### config.mk
export PLATFORM = sky130hd
export DESIGN_NAME = cr_ifu_randclk_gen
export DESIGN_NICKNAME = d
export VERILOG_FILES = /design/src/rtl/cr_ifu_randclk_pkg.sv /design/src/rtl/cr_ifu_randclk_lfsr.sv /design/src/rtl/cr_ifu_randclk_gen.sv
export SDC_FILE = /design/constraint.sdc
export NUM_CORES = 1
export LEC_CHECK = 0
export BUFFER_PORTS_ARGS = -buffer_cell sky130_fd_sc_hd__buf_2
export CAP_MARGIN = 15
export CORE_MARGIN = 8
export CORE_UTILIZATION = 50
export CTS_CLUSTER_DIAMETER = 60
export DETAILED_ROUTE_END_ITERATION = 10
export GPL_TIMING_DRIVEN = 0
export PLACE_DENSITY_LB_ADDON = 0.25
export SYNTH_ARGS = -nofsm -noshare
export SYNTH_HDL_FRONTEND = slang
export SYNTH_SLANG_ARGS = --single-unit
### constraint.sdc
create_clock -name forever_cpuclk -period 4.5 [get_ports forever_cpuclk]
set_input_delay 0.9 -clock forever_cpuclk [delete_from_list [all_inputs] [get_ports forever_cpuclk]]
set_output_delay 0.9 -clock forever_cpuclk [all_outputs]
set_load 0.005 [all_outputs]
### src/rtl/cr_ifu_randclk_pkg.sv
// Shared encodings for the IFU random clock-enable generator: modes, FSM states,
// default LFSR seed and the Galois tap table.
package cr_ifu_randclk_pkg;

  typedef logic [1:0] randclk_mode_t;

  localparam randclk_mode_t ModeOff      = 2'd0;
  localparam randclk_mode_t ModeAlways   = 2'd1;
  localparam randclk_mode_t ModeRandom   = 2'd2;
  localparam randclk_mode_t ModePeriodic = 2'd3;

  localparam logic [1:0] StIdle  = 2'd0;
  localparam logic [1:0] StRun   = 2'd1;
  localparam logic [1:0] StFlush = 2'd2;

  localparam logic [31:0] DefaultSeed = 32'h0000_ACE1;

  // Right-shifting Galois feedback masks (bit k set for polynomial term x^(k+1)).
  function automatic logic [31:0] lfsr_tap(input int unsigned width);
    logic [31:0] tap;
    case (width)
      8:       tap = 32'h0000_00B8;
      9:       tap = 32'h0000_0110;
      10:      tap = 32'h0000_0240;
      11:      tap = 32'h0000_0500;
      12:      tap = 32'h0000_0829;
      13:      tap = 32'h0000_100D;
      14:      tap = 32'h0000_2015;
      15:      tap = 32'h0000_6000;
      16:      tap = 32'h0000_B400;
      24:      tap = 32'h00E1_0000;
      32:      tap = 32'h8020_0003;
      default: tap = (32'h1 << (width - 1)) | (32'h1 << (width - 2));
    endcase
    return tap;
  endfunction

endpackage

### src/rtl/cr_ifu_randclk_lfsr.sv
// Width-parametrised Galois LFSR with advance enable and synchronous load.
// Load wins over advance; the caller guarantees a non-zero load value.
module cr_ifu_randclk_lfsr #(
  parameter int unsigned       Width = 16,
  parameter logic [Width-1:0]  Tap   = Width'(16'hB400),
  parameter logic [Width-1:0]  Seed  = Width'(16'hACE1)
) (
  input  logic             clk_i,
  input  logic             rst_ni,
  input  logic             adv_i,
  input  logic             load_i,
  input  logic [Width-1:0] seed_i,
  output logic [Width-1:0] state_o
);

  logic [Width-1:0] state_q, state_d;

  always_comb begin
    state_d = state_q;
    if (load_i) begin
      state_d = seed_i;
    end else if (adv_i) begin
      state_d = {1'b0, state_q[Width-1:1]} ^ (state_q[0] ? Tap : '0);
    end
  end

  always_ff @(posedge clk_i or negedge rst_ni) begin
    if (!rst_ni) begin
      state_q <= Seed;
    end else begin
      state_q <= state_d;
    end
  end

  assign state_o = state_q;

endmodule

### src/rtl/cr_ifu_randclk_gen.sv
// Per-channel clock-modulation enable generator (off / always / LFSR-random / periodic).
// Optional RANDCLK_SEED_LOAD_EN adds a runtime LFSR seed-load port pair.
module cr_ifu_randclk_gen
  import cr_ifu_randclk_pkg::*;
#(
  parameter int unsigned        CH_NUM = 6,
  parameter int unsigned        LFSR_W = 16,
  parameter int unsigned        PER_W  = 8,
  parameter logic [LFSR_W-1:0]  SEED   = LFSR_W'(16'hACE1)
) (
  input  logic              forever_cpuclk,
  input  logic              cpurst_b,
  input  logic [1:0]        cfg_randclk_mode,
  input  logic [3:0]        cfg_randclk_density,
  input  logic [PER_W-1:0]  cfg_randclk_period,
  input  logic              dbg_randclk_hold,
`ifdef RANDCLK_SEED_LOAD_EN
  input  logic              cfg_seed_vld,
  input  logic [LFSR_W-1:0] cfg_seed,
`endif
  output logic [CH_NUM-1:0] randclk_mod_en,
  output logic [LFSR_W-1:0] randclk_lfsr_state
);

  localparam logic [LFSR_W-1:0] FixSeed = LFSR_W'(DefaultSeed);
  localparam logic [LFSR_W-1:0] RstSeed = (SEED == '0) ? FixSeed : SEED;
  localparam logic [LFSR_W-1:0] Tap     = LFSR_W'(lfsr_tap(LFSR_W));

  logic [1:0]        state_q, state_d;
  logic [1:0]        mode_q;
  logic [PER_W-1:0]  cnt_q, cnt_d;
  logic [CH_NUM-1:0] mod_en_q, mod_en_d;
  logic [CH_NUM-1:0] en_rand;
  logic [LFSR_W-1:0] lfsr_q;
  logic              lfsr_adv;
  logic              lfsr_load;
  logic [LFSR_W-1:0] lfsr_seed;
  logic              per_hit;
  logic              go_idle;

`ifdef RANDCLK_SEED_LOAD_EN
  assign lfsr_load = cfg_seed_vld;
  assign lfsr_seed = (cfg_seed == '0) ? FixSeed : cfg_seed;
`else
  assign lfsr_load = 1'b0;
  assign lfsr_seed = '0;
`endif

  cr_ifu_randclk_lfsr #(
    .Width (LFSR_W),
    .Tap   (Tap),
    .Seed  (RstSeed)
  ) u_lfsr (
    .clk_i   (forever_cpuclk),
    .rst_ni  (cpurst_b),
    .adv_i   (lfsr_adv),
    .load_i  (lfsr_load),
    .seed_i  (lfsr_seed),
    .state_o (lfsr_q)
  );

  // Channel i compares a 4-bit window of the LFSR starting at bit i (wrapping).
  for (genvar i = 0; i < CH_NUM; i++) begin : g_ch
    logic [3:0] nib;
    assign nib = {lfsr_q[(i + 3) % LFSR_W], lfsr_q[(i + 2) % LFSR_W],
                  lfsr_q[(i + 1) % LFSR_W], lfsr_q[i % LFSR_W]};
    assign en_rand[i] = nib < cfg_randclk_density;
  end

  // >= so that lowering the period below the running count wraps immediately.
  assign per_hit = (cnt_q >= cfg_randclk_period);
  assign go_idle = (cfg_randclk_mode == ModeOff) || dbg_randclk_hold;

  always_comb begin
    state_d  = state_q;
    cnt_d    = cnt_q;
    mod_en_d = '0;
    lfsr_adv = 1'b0;
    case (state_q)
      StIdle: begin
        if (!go_idle) begin
          state_d = StRun;
        end
      end
      StRun: begin
        lfsr_adv = !dbg_randclk_hold;
        if (!dbg_randclk_hold) begin
          case (mode_q)
            ModeAlways: mod_en_d = '1;
            ModeRandom: mod_en_d = en_rand;
            ModePeriodic: begin
              mod_en_d = {CH_NUM{per_hit}};
              cnt_d    = per_hit ? '0 : cnt_q + PER_W'(1);
            end
            default: mod_en_d = '0;
          endcase
        end
        if (go_idle) begin
          state_d = StIdle;
        end else if (cfg_randclk_mode != mode_q) begin
          state_d = StFlush;
        end
      end
      StFlush: begin
        lfsr_adv = !dbg_randclk_hold;
        cnt_d    = '0;
        state_d  = go_idle ? StIdle : StRun;
      end
      default: state_d = StIdle;
    endcase
  end

  always_ff @(posedge forever_cpuclk or negedge cpurst_b) begin
    if (!cpurst_b) begin
      state_q  <= StIdle;
      mode_q   <= ModeOff;
      cnt_q    <= '0;
      mod_en_q <= '0;
    end else begin
      state_q  <= state_d;
      mode_q   <= cfg_randclk_mode;
      cnt_q    <= cnt_d;
      mod_en_q <= mod_en_d;
    end
  end

  assign randclk_mod_en     = mod_en_q;
  assign randclk_lfsr_state = lfsr_q;

endmodule

==> impl_metrics.prom <==
# TYPE chip_impl_metric gauge
chip_impl_metric{name="row_cnt",unit=""} 24
chip_impl_info{name="worst_hold_path_type",value="reg -> reg"} 1
chip_impl_metric{name="port_buffers",unit=""} 38
chip_impl_metric{name="area_growth",unit="%"} 16.8
chip_impl_metric{name="syn_inst",unit=""} 211
chip_impl_metric{name="layout-drive-gt1-share",unit="%"} 28.4
chip_impl_info{name="r2r-start",value="cnt_q[0]"} 1
chip_impl_metric{name="die_w",unit="um"} 81.9
chip_impl_metric{name="syn_area_per_cell",unit="um^2"} 10.3
chip_impl_metric{name="share_seq_of_total_power",unit="%"} 40.2
chip_impl_metric{name="wire_length_of_the_first_global_routing_pass",unit="um"} 6900
chip_impl_metric{name="routed_wire_length_per_instance",unit="um"} 12.9
chip_impl_metric{name="period_share",unit="%"} 50.5
chip_impl_metric{name="max_cap_viol_count",unit=""} 0
chip_impl_metric{name="grt_start_max_net_pins",unit=""} 35
chip_impl_info{name="cpLargestDelayFamily",value="compound AO/OA/AOI/OAI gates"} 1
chip_impl_metric{name="fp.coreArea",unit="um^2"} 4260
chip_impl_metric{name="synthesis.area",unit="um^2"} 2170
chip_impl_metric{name="cts.htree.levels",unit=""} 2
chip_impl_metric{name="routed_via_density",unit=""} 5.16
chip_impl_metric{name="synth_seq_area_share",unit="%"} 39.7
chip_impl_info{name="crit_path_top_delay_cell",value="sky130_fd_sc_hd__a2111oi_4"} 1
chip_impl_metric{name="finalWorstPathRequiredPeriod",unit="ps"} 2270
chip_impl_metric{name="switchingPower",unit="mW"} 0.287
chip_impl_metric{name="routed-via-count",unit=""} 1594
chip_impl_metric{name="worstPathMaxFanout",unit=""} 6
chip_impl_metric{name="ctsHoldBuffers",unit=""} 0
chip_impl_info{name="cts_tree",value="done"} 1
chip_impl_info{name="grt_setup_unrepaired",value="false"} 1
chip_impl_metric{name="lkg_pwr",unit="nW"} 1.31
chip_impl_info{name="final_common_cell",value="sky130_fd_sc_hd__buf_2"} 1
chip_impl_metric{name="finalMaxSlewViolations",unit=""} 0
chip_impl_metric{name="ioPinCount",unit=""} 39
chip_impl_metric{name="total_power",unit="mW"} 0.915
chip_impl_metric{name="fin_setup_tns",unit="ps"} 0
chip_impl_metric{name="chipHeight",unit="um"} 81.9
chip_impl_metric{name="synth-warning-count",unit=""} 0
chip_impl_metric{name="postSynthRegisterBits",unit=""} 34
chip_impl_metric{name="swShare",unit="%"} 31.4
chip_impl_metric{name="dpl.hpwl",unit="um"} 3110
chip_impl_metric{name="critical-path-max-stage-delay",unit="ps"} 420
chip_impl_metric{name="antenna_found_initial",unit=""} 0
chip_impl_info{name="timing_worst_setup_path_type",value="in -> reg"} 1
chip_impl_metric{name="post_cts_resize_count",unit=""} 0
chip_impl_metric{name="synth_cell_types",unit=""} 39
chip_impl_metric{name="antenna_cells",unit=""} 0
chip_impl_metric{name="first_pass_iters",unit=""} 4
chip_impl_metric{name="cp_data_required_time",unit="ps"} 4650
chip_impl_metric{name="pwr-share-clk",unit="%"} 29.8
chip_impl_metric{name="critPathBufInv",unit=""} 1
chip_impl_metric{name="max_slew_margin",unit="%"} 50.6
chip_impl_metric{name="grt_overflow",unit=""} 0
chip_impl_metric{name="clk_latency",unit="ps"} 280
chip_impl_info{name="worstSetupEndpointType",value="register"} 1
chip_impl_metric{name="clkTransAtPathRegs",unit="ps"} 60
chip_impl_metric{name="cts.path.max_buffers",unit=""} 2
chip_impl_metric{name="arrival",unit="ps"} 2420
chip_impl_info{name="layout_common_cells",value="sky130_fd_sc_hd__buf_2, sky130_fd_sc_hd__ha_1, sky130_fd_sc_hd__dfrtp_1"} 1
chip_impl_metric{name="post-cts-setup-buffer-count",unit=""} 0
chip_impl_metric{name="drt_drc_violations_left",unit=""} 0
chip_impl_metric{name="clock-skew-final",unit="ps"} 9.08
chip_impl_metric{name="gp_routability_congestion",unit=""} 0.809
chip_impl_metric{name="power.combinational.fraction",unit="%"} 30.0
chip_impl_metric{name="totalWireLength",unit="um"} 3990
chip_impl_metric{name="number_of_hold_violations_in_the_final_report",unit=""} 0
chip_impl_metric{name="detail-route-antenna-nets",unit=""} 0
chip_impl_info{name="hp-start",value="u_lfsr.state_o[10]"} 1
chip_impl_metric{name="first_global_vias",unit=""} 1577
chip_impl_metric{name="cts_buffers",unit=""} 5
chip_impl_metric{name="groute.usage.overall",unit="%"} 12.8
chip_impl_info{name="timing.critical_path.cells",value="buf_2 -> ha_1 -> nand2b_4 -> a2111oi_4 -> o21ai_0 -> o21ai_2 -> nor2_1"} 1
chip_impl_metric{name="synth.net_count",unit=""} 259
chip_impl_info{name="launch_point_of_the_worst_path",value="cfg_randclk_period[0]"} 1
chip_impl_metric{name="internal_power",unit="mW"} 0.628
chip_impl_info{name="crit_path_start_kind",value="input pin"} 1
chip_impl_metric{name="start_util",unit="%"} 50.9
chip_impl_info{name="cts_root_buf",value="sky130_fd_sc_hd__clkbuf_8"} 1
chip_impl_metric{name="floorplan.die_area",unit="um^2"} 6700
chip_impl_metric{name="vdd.ir_drop.worst",unit="uV"} 360
chip_impl_metric{name="numClockSinks",unit=""} 34
chip_impl_metric{name="fin_nets",unit=""} 304
chip_impl_metric{name="fmax",unit="MHz"} 440
chip_impl_metric{name="max_slew.worst_pin.slew",unit="ps"} 741
chip_impl_metric{name="cellPowerDensity",unit="nW/um^2"} 361
chip_impl_info{name="run_status",value="complete, no violations"} 1
chip_impl_metric{name="timing.final.setup_violations",unit=""} 0
chip_impl_metric{name="drt_iter0_drc",unit=""} 80
-- worst paths after layout --
path                                       to  slack, ps  cells past startpoint
min reg2reg                u_lfsr.state_o[10]        490                      2
min in group asynchronous            cnt_q[6]        680                      1
max                         randclk_mod_en[0]       2230                      7
min                        u_lfsr.state_o[10]        490                      2
max reg2reg                 randclk_mod_en[0]       2480                      7
max in group asynchronous   u_lfsr.state_o[9]       3340                      1
-- area by class of cell --
| cell class | count | area, um^2 |
|---|---|---|
| fillers | 382 | 1730 |
| flip-flops and latches | 34 | 861 |
| well taps | 52 | 65.1 |
| clock buffers | 6 | 72.6 |
| repair buffers | 38 | 190 |
| clock inverters | 2 | 37.5 |
| inverters | 21 | 78.8 |
| multi-input cells | 152 | 1210 |
| plain buffers | 4 | 16.3 |
-- power groups by stage --
| stage | sequential [mW] | combinational, mW | clock (mW) |
|---|---|---|---|
| final | 0.368 | 0.275 | 0.273 |
| after global routing | 0.372 | 0.311 | 0.294 |
| after CTS | 0.367 | 0.279 | 0.280 |
| after detailed placement | 0.373 | 0.277 | 0 |
| after global placement | 0.371 | 0.273 | 0 |
| after floorplan | 0.368 | 0.216 | 0 |
-- tightest hold or removal path: stages, from the launching register on --
cell	delay, ps
sky130_fd_sc_hd__dfstp_2	380
sky130_fd_sc_hd__nand2_1	40
sky130_fd_sc_hd__o21ai_0	60
-- synth_stat cells --
library cell,number,area share (%)
sky130_fd_sc_hd__ha_1,31,18
sky130_fd_sc_hd__dfrtp_1,26,30
sky130_fd_sc_hd__o21ai_0,25,5.8
sky130_fd_sc_hd__inv_1,21,3.6
sky130_fd_sc_hd__nor2_1,17,2.9
sky130_fd_sc_hd__nand2_1,13,2.3
sky130_fd_sc_hd__mux2_2,9,4.7
sky130_fd_sc_hd__dfstp_2,8,9.7
sky130_fd_sc_hd__a21oi_1,7,1.6
sky130_fd_sc_hd__a21boi_0,6,2.1
sky130_fd_sc_hd__a22o_1,6,2.4
sky130_fd_sc_hd__nor2b_1,4,1.2
sky130_fd_sc_hd__xnor2_1,4,1.6
sky130_fd_sc_hd__clkbuf_1,3,0.52
sky130_fd_sc_hd__xor2_1,3,1.2
sky130_fd_sc_hd__and3_1,2,0.58
sky130_fd_sc_hd__nand2b_4,2,1.3
sky130_fd_sc_hd__nand3_1,2,0.46
sky130_fd_sc_hd__nor3_1,2,0.46
sky130_fd_sc_hd__a2111oi_4,1,1.3
sky130_fd_sc_hd__a211o_1,1,0.40
sky130_fd_sc_hd__a21o_1,1,0.35
sky130_fd_sc_hd__a21oi_2,1,0.40
sky130_fd_sc_hd__a222oi_1,1,0.46
sky130_fd_sc_hd__a41o_1,1,0.46
sky130_fd_sc_hd__and4_1,1,0.40
sky130_fd_sc_hd__buf_2,1,0.23
sky130_fd_sc_hd__nand2b_1,1,0.29
sky130_fd_sc_hd__nor2_4,1,0.52
sky130_fd_sc_hd__nor4_2,1,0.58
sky130_fd_sc_hd__nor4_4,1,0.98
sky130_fd_sc_hd__o211ai_4,1,0.98
sky130_fd_sc_hd__o21a_1,1,0.35
sky130_fd_sc_hd__o21ai_1,1,0.23
sky130_fd_sc_hd__o21ai_2,1,0.40
sky130_fd_sc_hd__o21bai_1,1,0.35
sky130_fd_sc_hd__o22a_2,1,0.46
sky130_fd_sc_hd__o22ai_1,1,0.29
sky130_fd_sc_hd__o31ai_1,1,0.35
-- logic make-up after synthesis --
logic type / after synthesis / synth area share, %
AO/OA/AOI/OAI: 58 / 18.6
XOR/XNOR: 7 / 2.83
adder cells (fa/ha/maj): 31 / 17.9
buffers and inverters: 25 / 4.39
flip-flops: 34 / 39.7
multiplexers: 9 / 4.67
AND/OR/NAND/NOR: 47 / 11.9
-- registers in the layout, indices dropped and copies added (netlist names) --
| register | count |
|---|---|
| mode_q | 2 |
| state_q | 2 |
| u_lfsr.state_o | 16 |
| randclk_mod_en | 6 |
| cnt_q | 8 |
-- per-layer routing --
| metal | vias up | global-route usage, % | share of wire (%) |
|---|---|---|---|
| li1 | 837 | - | - |
| met1 | 722 | 15.6 | 48 |
| met2 | 30 | 21.5 | 45 |
| met3 | 5 | 3.39 | 5.3 |
| met4 | 0 | 4.21 | 1.0 |
| met5 | - | 0 | 0 |
-- through the flow --
stage               setup WS (ps)  util (%)  cells  hold slack (ps)  area (um^2)
finish                       2230      59.4    309              489         2530
global route                 2100      59.4    309              534         2530
CTS                          2220      59.4    309              495         2530
detailed placement           1930      56.8    301              488         2420
global placement             1960      56.8    301              482         2420
floorplan                    2210         -    211              472         2170
(Power assumes the default switching activity.)
